==> config.mk <==
export PLATFORM = sky130hd
export DESIGN_NAME = count_nest_yi_flat
export DESIGN_NICKNAME = d
export VERILOG_FILES = /design/src/rtl/count_nest_yi_if.sv /design/src/rtl/count_nest_yi.sv /design/src/flat_wrapper.sv
export SDC_FILE = /design/constraint.sdc
export NUM_CORES = 1
export LEC_CHECK = 0
export BUFFER_PORTS_ARGS = -buffer_cell sky130_fd_sc_hd__buf_2
export CAP_MARGIN = 20
export CORE_MARGIN = 2
export CORE_UTILIZATION = 47
export CTS_BUF_LIST = sky130_fd_sc_hd__clkbuf_8 sky130_fd_sc_hd__clkbuf_16
export DETAILED_ROUTE_END_ITERATION = 7
export PLACE_DENSITY = 0.83
export SYNTH_ARGS = -nofsm -noshare
export SYNTH_HDL_FRONTEND = slang
export SYNTH_SLANG_ARGS = --single-unit
==> constraint.sdc <==
create_clock -name clk -period 9.4 [get_ports clk]
set_input_delay 1.88 -clock clk [delete_from_list [all_inputs] [get_ports clk]]
set_output_delay 1.88 -clock clk [all_outputs]
set_load 0.01 [all_outputs]
==> src/rtl/count_nest_yi_if.sv <==
// Control, configuration and status bundle for count_nest_yi.
// master: drives enable/clear/mode/config; slave: drives total_q/last/all_last/done.
interface count_nest_yi_if #(
  parameter int LEVELS             = 3,
  parameter int BITS_OF_END_NUMBER = 10
);
  localparam int W = LEVELS * BITS_OF_END_NUMBER;

  logic          enable;
  logic          clear;
  logic          mode;
  logic [W-1:0]  start_number;
  logic [W-1:0]  final_number;
  logic [W-1:0]  step_number;
  logic [W-1:0]  total_q;
  logic [LEVELS-1:0] last;
  logic          all_last;
  logic          done;

  modport master (
    output enable, clear, mode,
    output start_number, final_number, step_number,
    input  total_q, last, all_last, done
  );

  modport slave (
    input  enable, clear, mode,
    input  start_number, final_number, step_number,
    output total_q, last, all_last, done
  );
endinterface

==> src/rtl/count_nest_yi.sv <==
// Nested start/final/step counter (level 0 innermost) with one-shot done.
// Ports: clk, reset (async, active-high), bus (slave side of count_nest_yi_if).
module count_nest_yi #(
  parameter int LEVELS             = 3,
  parameter int BITS_OF_END_NUMBER = 10
) (
  input  logic           clk,
  input  logic           reset,
  count_nest_yi_if.slave bus
);
  localparam int B = BITS_OF_END_NUMBER;

  logic [LEVELS-1:0][B-1:0] cnt_q;
  logic [LEVELS-1:0][B-1:0] cnt_d;
  logic [LEVELS-1:0][B-1:0] tot;
  logic [LEVELS-1:0]        at_final;
  logic [LEVELS-1:0]        last_w;
  logic [LEVELS:0]          carry;
  logic                     done_q;
  logic                     done_d;

  always_comb begin
    logic [B-1:0] st;
    logic [B-1:0] fin;
    logic [B-1:0] eff;
    cnt_d    = cnt_q;
    tot      = '0;
    at_final = '0;
    last_w   = '0;
    carry    = '0;
    st       = '0;
    fin      = '0;
    eff      = '0;
    carry[0] = bus.enable & ~bus.clear & ~done_q;
    for (int i = 0; i < LEVELS; i++) begin
      st          = bus.start_number[i*B +: B];
      fin         = bus.final_number[i*B +: B];
      eff         = (bus.step_number[i*B +: B] == '0) ?
                    {{(B-1){1'b0}}, 1'b1} :
                    bus.step_number[i*B +: B];
      tot[i]      = st + cnt_q[i];
      // >= so an overshooting step still wraps on the next advance
      at_final[i] = (tot[i] >= fin);
      last_w[i]   = carry[i] & at_final[i];
      carry[i+1]  = last_w[i];
      if (bus.clear)
        cnt_d[i] = '0;
      else if (last_w[i])
        cnt_d[i] = '0;
      else if (carry[i])
        cnt_d[i] = cnt_q[i] + eff;
    end
  end

  // carry out of the outermost level is the whole-nest completion
  always_comb begin
    done_d = done_q;
    if (bus.clear)
      done_d = 1'b0;
    else if (carry[LEVELS] & bus.mode)
      done_d = 1'b1;
  end

  always_ff @(posedge clk or posedge reset) begin
    if (reset) begin
      cnt_q  <= '0;
      done_q <= 1'b0;
    end else begin
      cnt_q  <= cnt_d;
      done_q <= done_d;
    end
  end

  assign bus.total_q  = tot;
  assign bus.last     = last_w;
  assign bus.all_last = carry[LEVELS];
  assign bus.done     = done_q;
endmodule

==> src/flat_wrapper.sv <==
// flat-port wrapper written by rule: the top's interface ports become plain ports
module count_nest_yi_flat 
#(
  parameter int LEVELS             = 3,
  parameter int BITS_OF_END_NUMBER = 10
)
  (clk, reset, bus_enable, bus_clear, bus_mode, bus_start_number, bus_final_number, bus_step_number, bus_total_q, bus_last, bus_all_last, bus_done);
  count_nest_yi_if #(.LEVELS(LEVELS), .BITS_OF_END_NUMBER(BITS_OF_END_NUMBER)) bus_i ();
  input  logic clk;
  input  logic reset;
  input wire logic [$bits(bus_i.enable)-1:0] bus_enable;
  input wire logic [$bits(bus_i.clear)-1:0] bus_clear;
  input wire logic [$bits(bus_i.mode)-1:0] bus_mode;
  input wire logic [$bits(bus_i.start_number)-1:0] bus_start_number;
  input wire logic [$bits(bus_i.final_number)-1:0] bus_final_number;
  input wire logic [$bits(bus_i.step_number)-1:0] bus_step_number;
  output wire logic [$bits(bus_i.total_q)-1:0] bus_total_q;
  output wire logic [$bits(bus_i.last)-1:0] bus_last;
  output wire logic [$bits(bus_i.all_last)-1:0] bus_all_last;
  output wire logic [$bits(bus_i.done)-1:0] bus_done;
  assign bus_i.enable = bus_enable;
  assign bus_i.clear = bus_clear;
  assign bus_i.mode = bus_mode;
  assign bus_i.start_number = bus_start_number;
  assign bus_i.final_number = bus_final_number;
  assign bus_i.step_number = bus_step_number;
  assign bus_total_q = bus_i.total_q;
  assign bus_last = bus_i.last;
  assign bus_all_last = bus_i.all_last;
  assign bus_done = bus_i.done;
  count_nest_yi #(.LEVELS(LEVELS), .BITS_OF_END_NUMBER(BITS_OF_END_NUMBER)) u_core (.clk(clk), .reset(reset), .bus(bus_i));
endmodule
==> flow_metrics.env <==
export IMPL_finalCritPeriodShare_pct=74.63
export IMPL_synth_edf_count=0
export IMPL_io_buffers=129
export IMPL_vias_per_cell=5.412
export IMPL_maxSlewViolCount=0
export IMPL_dr_first_iter_drc_count=89
export IMPL_synthArstFlopShare_pct=100.0
export IMPL_clock_latency_ns=0.27
export IMPL_switchingPower_w=0.0003718
export IMPL_finalNetCount=788
export IMPL_h_tree_depth=2
export IMPL_dr_pass1_iters=4
export IMPL_diodes=0
export IMPL_dpl_hpwl_mm=8.845
export IMPL_rsz0062_at_grt="false"
export IMPL_path_class="in -> out"
export IMPL_wire_per_inst_um=14.25
export IMPL_cap_viol_max_count=0
export IMPL_grt_use_met1_pct=25.53
export IMPL_grt_pass1_wl_mm=17.13
export IMPL_min_period_ns=7.015
export IMPL_cts_root_buffer="clkbuf_8"
export IMPL_seq_area_frac_synth_pct=18.51
export IMPL_start_util_pct=48.28
export IMPL_finalSetupTns_ns=0
export IMPL_synth_warnings=0
export IMPL_antenna_found_initial=0
export IMPL_grt_max_degree=32
export IMPL_post_cts_buffers=0
export IMPL_cts_repair_resized=0
export IMPL_finalHoldViolations=0
export IMPL_p_clk_share_pct=15.8
export IMPL_globalplace_congestion=0.9581
export IMPL_rr_startpoint="u_core.cnt_q[1]"
export IMPL_fp_row_count=34
export IMPL_min_delay_path_depth=1
export IMPL_coreArea_um2=8678
export IMPL_synthTopCellsByCount="ha_1 (84), inv_1 (61), a21oi_1 (43)"
export IMPL_wl_mm=10.15
export IMPL_p_leak_nw=2.791
export IMPL_numCtsBuffers=5
export IMPL_areaGrowthSynthToFinish_pct=19.23
export IMPL_required_ns=7.52
export IMPL_detail_route_antenna_nets=0
export IMPL_setup_viol=0
export IMPL_cts_sinks=31
export IMPL_cts_hold_buf=0
export IMPL_combPwrFrac_pct=63.4
export IMPL_synthFlopType="dfrtp_1"
export IMPL_hold_end="u_core.cnt_q[10]"
export IMPL_cts_tree="yes"
export IMPL_route_detailed_drc=0
export IMPL_grtUsageTotal_pct=20.82
export IMPL_outcome="completed"
export IMPL_switching_share_pct=43.01
export IMPL_first_global_vias=3975
export IMPL_fp_dieW_um=98.42
export IMPL_clk_pin_slew_ns=0.07
export IMPL_worst_setup_path_start_kind="input pin"
export IMPL_p_seq_share_pct=20.9
export IMPL_r2r_setup_slack_ns=5.29
export IMPL_nFillCells=770
export IMPL_fp_dieH_um=98.42
export IMPL_synth_area_leaders="ha_1 (25%), dfrtp_1 (19%), xnor2_1 (7.1%)"
export IMPL_cp_arrival_ns=5.14
export IMPL_tightest_slew_ns=0.6964
export IMPL_r2r_end="u_core.cnt_q[20]"
export IMPL_synth_top_cell_area_share_pct=25.08
export IMPL_yosys_register_bits=31
export IMPL_peakVddDrop_mv=0.07020
export IMPL_use_met2_pct=38.04
export IMPL_synth_area_per_cell_um2=8.534
export IMPL_netlist_area_um2=4190
export IMPL_gr_usage_met3_pct=3.262
export IMPL_synthCells=491
export IMPL_fmax_mhz=142.6
export IMPL_grt_busiest_layer="met2"
export IMPL_power_density_nw_per_um2=173.0
export IMPL_cp_max_fo=6
export IMPL_clock_path_buffers=2
export IMPL_multi_input_area_um2=3082
export IMPL_drive_above_1_share_pct=26.16
export IMPL_maxSlewHeadroom_pct=53.57
export IMPL_yosysMostFrequentCell="ha_1"
export IMPL_yosys_area_top_type="ha_1"
export IMPL_endpoint_kind="output pin"
export IMPL_internal_power_w=0.0004926
export IMPL_vias=3853
export IMPL_rr_worst_depth=16
export IMPL_synthDistinctLibCells=54
export IMPL_gr_total_overflow=0
export IMPL_power_w=0.0008644
export IMPL_ff_latch_area_um2=775.7
export IMPL_synth_nets=676
export IMPL_design_portCount=130
export IMPL_skew_ns=0.003148
export IMPL_min_from="u_core.cnt_q[10]"
export IMPL_final_core_util_pct=57.57
export IMPL_hold_path_class="reg -> reg"
export IMPL_die_area_um2=9687
==> cells by family (layout without fill, tap and decap cells) <==
| kind of cell | Yosys count | after routing | synth area share (%) |
|---|---|---|---|
| AO/OA/AOI/OAI | 139 | 139 | 23.56 |
| XOR/XNOR | 49 | 49 | 10.24 |
| adder cells (fa/ha/maj) | 90 | 90 | 27.95 |
| buffers and inverters | 87 | 200 | 7.943 |
| flip-flops | 31 | 31 | 18.51 |
| multiplexers | 2 | 2 | 0.7167 |
| AND/OR/NAND/NOR | 93 | 93 | 11.08 |
==> power by group through the flow <==
stage	clock [W]	sequential, W	combinational, W
3_5_place_dp	0	0.000183	0.000544
3_3_place_gp	0	0.000181	0.000518
2_1_floorplan	0	0.000175	0.000400
4_1_cts	0.000138	0.000180	0.000546
5_1_grt	0.000144	0.000184	0.000617
6_report	0.000136	0.000180	0.000548
==> cells in the final DEF (no fill, tap or decap), types with 8 or more instances in the layout <==
cell type / netlist / routed
nor3_1: 8 / 8
buf_2: 2 / 129
a21oi_1: 43 / 43
o21ai_0: 8 / 8
dfrtp_1: 31 / 31
nand2_1: 17 / 17
ha_1: 84 / 84
xor2_1: 15 / 15
inv_1: 61 / 61
xnor2_1: 34 / 34
nor2_1: 30 / 30
a21o_1: 14 / 14
a22o_1: 22 / 22
==> worst max path at each step <==
stage / from / to / depth (start not counted)
after global routing: bus_start_number[1] / bus_last[1] / 18
after global placement: bus_start_number[1] / bus_all_last / 17
after detailed placement: bus_start_number[1] / bus_last[2] / 17
after floorplan: bus_start_number[1] / bus_last[2] / 16
final: bus_start_number[1] / bus_last[2] / 17
after CTS: bus_start_number[1] / bus_last[2] / 17
==> routing by layer <==
metal / wire [um] / share of wire [%]
met1: 4413 / 43
met2: 5117 / 50
met3: 439 / 4.3
met4: 178 / 1.8
met5: 0 / 0
==> state kept, by name (all words and copies together) (netlist names) <==
register / flops
u_core.cnt_q: 30
u_core.bus.done: 1
==> stage by stage <==
stage	hold slack, ns	setup WS (ns)	instances	instance area [um2]
CTS	0.5514	2.418	712	4996
floorplan	0.4982	2.703	491	4190
finish	0.5485	2.385	712	4996
detailed placement	0.5362	2.425	704	4878
global placement	0.5274	2.578	704	4878
global route	0.5677	2.135	712	4996
==> critical path: stages <==
cell and delay [ns]:
buf_2 0.11, ha_1 0.28, a21o_1 0.15, a21oi_1 0.23
o21bai_1 0.15, a2111oi_2 0.46, o31ai_1 0.14, a21oi_1 0.19
xnor2_1 0.11, ha_1 0.32, nand2_1 0.06, o21a_1 0.19
a21oi_1 0.12, a21bo_2 0.29, inv_2 0.09, and3_1 0.23
buf_2 0.16
==> layout make-up <==
type                    instances  area share [%]
clock inverters                 2          0.7012
inverters                      62           4.658
multi-input cells             373           61.68
flip-flops and latches         31           15.53
well taps                     108           2.705
repair buffers                130           13.07
clock buffers                   6           1.653
No activity file was read; power rests on OpenSTA's default activity.
